[src/rtl/cell_tx_arbiter.sv]
// cell_tx_arbiter
//   Round-robin arbiter that shares one cell->buffer message channel among NREQ cell
//   ports. It grants one requesting port, latches the port's {i, j, status} message and
//   offers it to the UART buffer on a valid/ack handshake. A message whose status is 0
//   is a NOP: the port is acknowledged but nothing is sent.
//
// Ports
//   clk        : clock, all state on posedge
//   rst        : synchronous active-high reset
//   req        : per-port request, held with its message until that port's req_ack
//   req_msg    : port k message at [k*MESSAGE_WIDTH +: MESSAGE_WIDTH]
//   req_ack    : one-cycle pulse, port k message taken (sent or dropped as NOP)
//   txmessage  : message presented to the buffer
//   tx_valid   : txmessage is valid
//   tx_ack     : buffer consumed txmessage (only looked at while tx_valid is high)
//   grant_id   : index of the last granted port
//   busy       : high while a message is waiting for tx_ack
//   sent_count : number of forwarded messages, wraps at 16 bits
module cell_tx_arbiter #(
    parameter int unsigned ADDR_WIDTH = 4,
    parameter int unsigned NREQ       = 4,
    localparam int unsigned MESSAGE_WIDTH = 2 * (ADDR_WIDTH + 1) + 4,
    localparam int unsigned GW            = (NREQ > 1) ? $clog2(NREQ) : 1
) (
    input  logic                          clk,
    input  logic                          rst,
    input  logic [NREQ-1:0]               req,
    input  logic [NREQ*MESSAGE_WIDTH-1:0] req_msg,
    output logic [NREQ-1:0]               req_ack,
    output logic [MESSAGE_WIDTH-1:0]      txmessage,
    output logic                          tx_valid,
    input  logic                          tx_ack,
    output logic [GW-1:0]                 grant_id,
    output logic                          busy,
    output logic [15:0]                   sent_count
);

    typedef enum logic [0:0] {StIdle, StSend} state_e;

    state_e                   state_q, state_d;
    logic [GW-1:0]            rr_q, rr_d;
    logic [NREQ-1:0]          ack_q, ack_d;
    logic [GW-1:0]            grant_q, grant_d;
    logic [MESSAGE_WIDTH-1:0] msg_q, msg_d;
    logic                     valid_q, valid_d;
    logic                     busy_q, busy_d;
    logic [15:0]              cnt_q, cnt_d;

    logic                     found;
    logic [GW-1:0]            pick;
    logic [MESSAGE_WIDTH-1:0] pick_msg;

    // Round-robin scan: first requesting port at or after rr_q, wrapping modulo NREQ.
    always_comb begin
        found    = 1'b0;
        pick     = '0;
        pick_msg = '0;
        for (int unsigned off = 0; off < NREQ; off++) begin
            int unsigned idx;
            idx = (32'(rr_q) + off) % NREQ;
            if (!found && req[idx[GW-1:0]]) begin
                found = 1'b1;
                pick  = idx[GW-1:0];
            end
        end
        for (int unsigned k = 0; k < NREQ; k++) begin
            if (32'(pick) == k) begin
                pick_msg = req_msg[k*MESSAGE_WIDTH +: MESSAGE_WIDTH];
            end
        end
    end

    always_comb begin
        state_d = state_q;
        rr_d    = rr_q;
        ack_d   = '0;
        grant_d = grant_q;
        msg_d   = msg_q;
        valid_d = valid_q;
        busy_d  = busy_q;
        cnt_d   = cnt_q;
        case (state_q)
            StIdle: begin
                if (found) begin
                    ack_d[pick] = 1'b1;
                    grant_d     = pick;
                    rr_d        = (32'(pick) == NREQ - 1) ? '0 : pick + 1'b1;
                    // NOP messages are acknowledged but never reach the buffer.
                    if (pick_msg[3:0] != 4'h0) begin
                        msg_d   = pick_msg;
                        valid_d = 1'b1;
                        busy_d  = 1'b1;
                        state_d = StSend;
                    end
                end
            end
            StSend: begin
                if (tx_ack) begin
                    valid_d = 1'b0;
                    busy_d  = 1'b0;
                    cnt_d   = cnt_q + 16'd1;
                    state_d = StIdle;
                end
            end
            default: state_d = StIdle;
        endcase
    end

    always_ff @(posedge clk) begin
        if (rst) begin
            state_q <= StIdle;
            rr_q    <= '0;
            ack_q   <= '0;
            grant_q <= '0;
            msg_q   <= '0;
            valid_q <= 1'b0;
            busy_q  <= 1'b0;
            cnt_q   <= '0;
        end else begin
            state_q <= state_d;
            rr_q    <= rr_d;
            ack_q   <= ack_d;
            grant_q <= grant_d;
            msg_q   <= msg_d;
            valid_q <= valid_d;
            busy_q  <= busy_d;
            cnt_q   <= cnt_d;
        end
    end

    assign req_ack    = ack_q;
    assign txmessage  = msg_q;
    assign tx_valid   = valid_q;
    assign grant_id   = grant_q;
    assign busy       = busy_q;
    assign sent_count = cnt_q;

endmodule
[config.mk]
export PLATFORM = sky130hd
export DESIGN_NAME = cell_tx_arbiter
export DESIGN_NICKNAME = d
export VERILOG_FILES = /design/src/rtl/cell_tx_arbiter.sv
export SDC_FILE = /design/constraint.sdc
export NUM_CORES = 1
export LEC_CHECK = 0
export ABC_AREA = 1
export ABC_CLOCK_PERIOD_IN_PS = 2400
export BUFFER_PORTS_ARGS = -buffer_cell sky130_fd_sc_hd__buf_2
export CORE_UTILIZATION = 40
export DETAILED_ROUTE_END_ITERATION = 16
export MAX_ROUTING_LAYER = met4
export PLACE_DENSITY_LB_ADDON = 0.12
export SLEW_MARGIN = 20
export SYNTH_ARGS = -nofsm -noshare
export SYNTH_HDL_FRONTEND = slang
export SYNTH_SLANG_ARGS = --single-unit
[constraint.sdc]
create_clock -name clk -period 2.4 [get_ports clk]
set_clock_uncertainty 0.2 [all_clocks]
set_input_delay 0.24 -clock clk [delete_from_list [all_inputs] [get_ports clk]]
set_output_delay 0.24 -clock clk [all_outputs]
set_load 0.02 [all_outputs]
* After elaboration in Yosys (flattened, before gate mapping)
Cells that the tools add are included.
** Cells by class
- Add/subtract/negate cells :: 5
- $lt $le $gt $ge :: 6
- Equal/unequal tests :: 6
- Muxes and demuxes :: 31
- Bitwise operators :: 2
- Reductions and logical operators :: 14
** Operators with widths (number)
- 14-bit two-way mux :: 4
- 16-bit by 1-bit adder with 16-bit output (second input constant) :: 1
- 2-bit by 3-bit < comparator with 1-bit output (second input constant) :: 5
- 1-bit two-way mux :: 15
- 2-bit two-way mux :: 5
- 1-bit binary-select mux with 2-bit select :: 4
- 2-bit != test (second input constant) :: 3
- 3-bit AND reduction :: 2
- 2-bit by 1-bit adder with 2-bit output (second input constant) :: 2
- 2-bit adder (second input constant) :: 2
- 2-bit == test (second input constant) :: 2
- 1-bit logical AND :: 4
- 1-bit case mux with 2 select lines :: 2
- 2-bit AND reduction :: 2
- 4-bit nonzero test :: 1
- 1-bit zero test :: 3
- 3-bit OR reduction :: 1
- 1-bit demux with 2-bit select :: 1
- 2-bit by 1-bit == test with 1-bit output (second input constant) :: 1
- 2-bit by 1-bit >= comparator with 1-bit output (second input constant) :: 1
- 2-bit zero test :: 1
- 1-bit NOT :: 2
** Word-level totals
- Register bits :: 40
- Input port bits :: 63
- Output and inout bits :: 38
- Word-level logic and storage cells :: 71

* Logic depth before layout (Yosys ltp)
- Word-level depth :: 21
- Gate-level depth with buffers :: 23
- Depth with buffers taken out :: 22

* Worst setup path before layout
Ideal clock, no wire load.
- Path kind :: register -> register
- Start :: register rr_q[0]
- End :: register msg_q[11], in the netlist txmessage[11]
- Setup time :: 64 ps
- Arrival time :: 2407 ps
- Required time :: 2136 ps
- Slack :: -271 ps
- Stages on the path, launching flop included :: 23
- Path buffers :: 3
- Clock period less this slack :: 2671 ps
- Path through :: dfxtp_1 -> buf_6 -> nand2_2 -> nand3_1 -> inv_1 -> nor2_2 -> nor2_1 -> o21ai_0 -> nand3_1 -> inv_1 -> ha_1 -> clkbuf_2 -> nor2_2 -> nand2_1 -> nand2_1 -> nand3_1 -> nand2_1 -> nor2_2 -> nand2_2 -> buf_6 -> nand3_1 -> nand2_1 -> nor2_1
** Between the ends
- Cells in the longest elaborated chain, start to end :: 19
- Elaborated cells on any way between the ends :: 35
- Classes of those cells :: add/sub (3); eq/ne (3); mux (20); reduce/logical (9)
** RTL lines
- from (decl) :: RTL line 41 : logic [GW-1:0] rr_q, rr_d;
- from (signal assigned) :: RTL line 121 : rr_q <= rr_d;
- parallel branches: the longest is 11 deep, another holds 2-bit by 1-bit adder with 2-bit output
- 2-bit two-way mux (*) :: RTL line 61 : if (!found && req[idx[GW-1:0]]) begin
- via pick[0] :: RTL line 50 : logic [GW-1:0] pick;
- 2-bit zero test :: RTL line 67 : if (32'(pick) == k) begin
- 14-bit two-way mux (3 in a row) :: RTL line 67
- 14-bit two-way mux (*) :: RTL line 67
- 4-bit nonzero test :: RTL line 89 : if (pick_msg[3:0] != 4'h0) begin
- 3-bit AND reduction (no line)
- to (signal assigned) :: RTL line 124 : msg_q <= msg_d;
- to (decl) :: RTL line 44 : logic [MESSAGE_WIDTH-1:0] msg_q, msg_d;
Mark *: on every way through the listed nets, which the timed path passes. The select of a mux whose other input is x is not followed.
A chain may end at the register's enable or synchronous reset.

* Worst setup path in the final report
- Start :: register rr_q[0]
- End :: register msg_q[4], in the netlist txmessage[4]
Same word-level chain as after synthesis.

==> impl_metrics.yaml <==
status:
  status: "finished with violations"
  violations: "setup timing"
grt:
  grt_start_max_net_pins: 22
  grt_pass1_vias: 2569
  grt_pass1_wl_um: 11500
  grt_usage: 0.236
  antenna_found_initial: 0
  overflow: 0
cts:
  root_buffer: "clkbuf_8"
  path_clk_slew_ps: 80
  clkLatencyLatePin_ps: 290
  cts_sinks: 40
  tritoncts: "done"
  cts_hold_buf: 0
  cts_buffer_depth: 2
  cts_buffers: 5
  h-tree-depth: 2
cells_and_area:
  multi_input_area_mm2: 0.00174
  fillers: 572
  antenna_cells: 0
  seq_area_um2: 808
  drive_gt1_frac: 0.437
  area_growth_pct: 50.8
  nets: 590
worst_setup_path:
  worstPathMaxFanout: 8
  endpoint_kind: "flip-flop"
  crit_chain: "buf_6, nand2_4, nand2_4, nor2_4, nor2_4, buf_4, nand3_2, nand3_2, nand2_4, inv_4, ha_4, inv_4, or2_0, nand3_2, nand2_2, nor2_4, nand2_4, buf_16, nand3_2, nand2_1, nor2_1"
  crit_required_ps: 2430
  critPathKind: "flip-flop to flip-flop"
  max_stage_delay_ps: 420
  cp.arrival_ps: 2870
  crit_slowest_cell: "dfxtp_4"
  critPathLaunchType: "flip-flop"
floorplan:
  start_util: 0.415
  die_w_um: 80.6
  die_area_mm2: 0.00650
  rows: 28
  die-height_um: 80.6
  coreArea_mm2: 0.00596
  ios: 101
synth:
  synth_area_leaders: "dfxtp_1, nand2_1, nor2_1, o21ai_0, a21oi_1"
  syn_area_mm2: 0.00247
  synth_xor_area_frac: 0.0106
  synth_top_area_cell: "dfxtp_1"
  syn_inst: 390
  synth_warnings: 0
  synthSimpleGateAreaFrac: 0.418
  synth_nets: 458
  synth_compound_area_frac: 0.128
  avgSynthCellArea_um2: 6.34
  synth.top_cell.area_share: 0.324
  yosysSeqAreaShare: 0.324
  ys_async_sr_fraction: 0
  synth_mux_area_frac: 0
  synthFlopType: "dfxtp_1"
  synth_top_family_by_area: "simple AND/OR/NAND/NOR gates"
  synth_cell_types: 32
  synthAdderAreaFrac: 0.0253
  synth_edf_count: 0
  synth_seq_cells: 40
placement:
  dpl.hpwl_um: 5270
  gp_congestion: 0.868
  io_buffers: 100
  pre_cts_ws_ps: -516
route:
  ant_nets: 0
  num_vias: 2881
  routed_via_density: 4.83
  drtIter0Drc: 76
  wl_um: 7400
  drcViolationCount: 0
  drt-pass1-iter-count: 4
  wl_per_cell_um: 12.4
min_path:
  holdCritPathClass: "input port to flip-flop"
timing:
  finalWorstSetupSlack_ps: -438
  hold-worst-slack_ps: 61.3
  min_period_over_period: 1.18
  slew_viol_final: 0
  rsz0062_at_grt: "true"
  period_minus_slack_ps: 2840
  max_freq_mhz: 352
  relSlewSlack: 0.633
  worst-slew-pin-transition_ps: 550
  hold_viol: 0
  setup_violations: 16
flow_run:
  maxCapViolations: 0
==> layer usage <==
metal | track usage | share of wire | vias up
met4 | 0.0714 | 0.021 | 0
met5 | - | 0 | -
li1 | - | - | 1509
met3 | 0.0330 | 0.047 | 14
met2 | 0.406 | 0.49 | 71
met1 | 0.285 | 0.44 | 1287
==> registers in the layout, indices dropped and copies added (netlist names) <==
name / count
state_q: 1
txmessage: 14
busy: 1
sent_count: 16
grant_id: 2
req_ack: 4
rr_q: 2
==> critical path: cells and delay by family (launching register included) <==
family                   cells  cell delay, ps
buffers and inverters        5             540
flip-flops                   1             420
adder cells (fa/ha/maj)      1             170
AND/OR/NAND/NOR             15            1470
==> cell type report <==
cell class / count / share of cell area
Multi-Input combinational cell: 299 / 0.465
Timing Repair Buffer: 140 / 0.231
Sequential cell: 40 / 0.217
Inverter: 36 / 0.0409
Tap cell: 75 / 0.0252
Clock buffer: 6 / 0.0195
Clock inverter: 1 / 0.00134
==> worst paths after layout <==
| path | depth (start not counted) | slack, ps | start | to |
|---|---|---|---|---|
| hold reg to reg | 2 | 270 | txmessage[5] | txmessage[5] |
| setup reg to reg | 21 | -440 | rr_q[0] | txmessage[4] |
| setup / recovery | 21 | -440 | rr_q[0] | txmessage[4] |
| hold / removal | 4 | 60 | tx_ack | state_q |
==> placed cells by master (no fill, tap or decap), types with 3 or more instances in the layout <==
master    synthesis  routed
ha_4              0       3
o21ai_1           0       3
o21ai_2           0       3
inv_4             1       5
or2_0             4       4
nor3_1            9       9
nand3_1          17       7
clkbuf_8          0       5
nor2_4            1       7
dfxtp_1          40      38
nor2_2            4       3
a21oi_1          29      26
o21ai_0          31      25
nor2_1           55      50
buf_2             3     100
a21oi_2           1       3
buf_6             3       6
inv_2             3       3
buf_4             2      31
nand2_4           1      12
nand3_2          10      19
inv_1            32      27
nand2_1         110      94
nand2_2          11      15
==> repair_timing <==
item,in CTS,in global routing
pin swaps,20,35
setup endpoints to repair,16,17
cloned,2,0
gates resized for setup,30,40
buffers inserted,7,3
==> synth_stat cells (2+ instances only) <==
cell type    n
nor2_2       4
buf_4        2
dfxtp_1     40
or2_0        4
buf_6        3
nand3_2     10
nor2_1      55
ha_1         5
nand3_1     17
inv_2        3
a21oi_1     29
clkbuf_1     6
nor3_1       9
buf_2        3
nand2_2     11
inv_1       32
nand2_1    110
nand4_1      2
xnor2_1      2
o21ai_0     31
==> stage by stage <==
stage	std cells	area [um^2]	setup TNS, ps	utilization
2_1_floorplan	390	2580	-1830	-
3_3_place_gp	578	3300	-6930	0.554
3_5_place_dp	578	3300	-7550	0.554
4_1_cts	594	3570	-4940	0.600
5_1_grt	597	3730	-9040	0.626
6_report	597	3730	-6400	0.626
==> cell families after synthesis <==
logic type	Yosys count
XOR/XNOR	3
flip-flops	40
AND/OR/NAND/NOR	228
AO/OA/AOI/OAI	62
buffers and inverters	52
adder cells (fa/ha/maj)	5
Power is left out: the tool's default activity adds up to more than one toggle a clock period on the data nets, which glitch-free logic cannot reach.
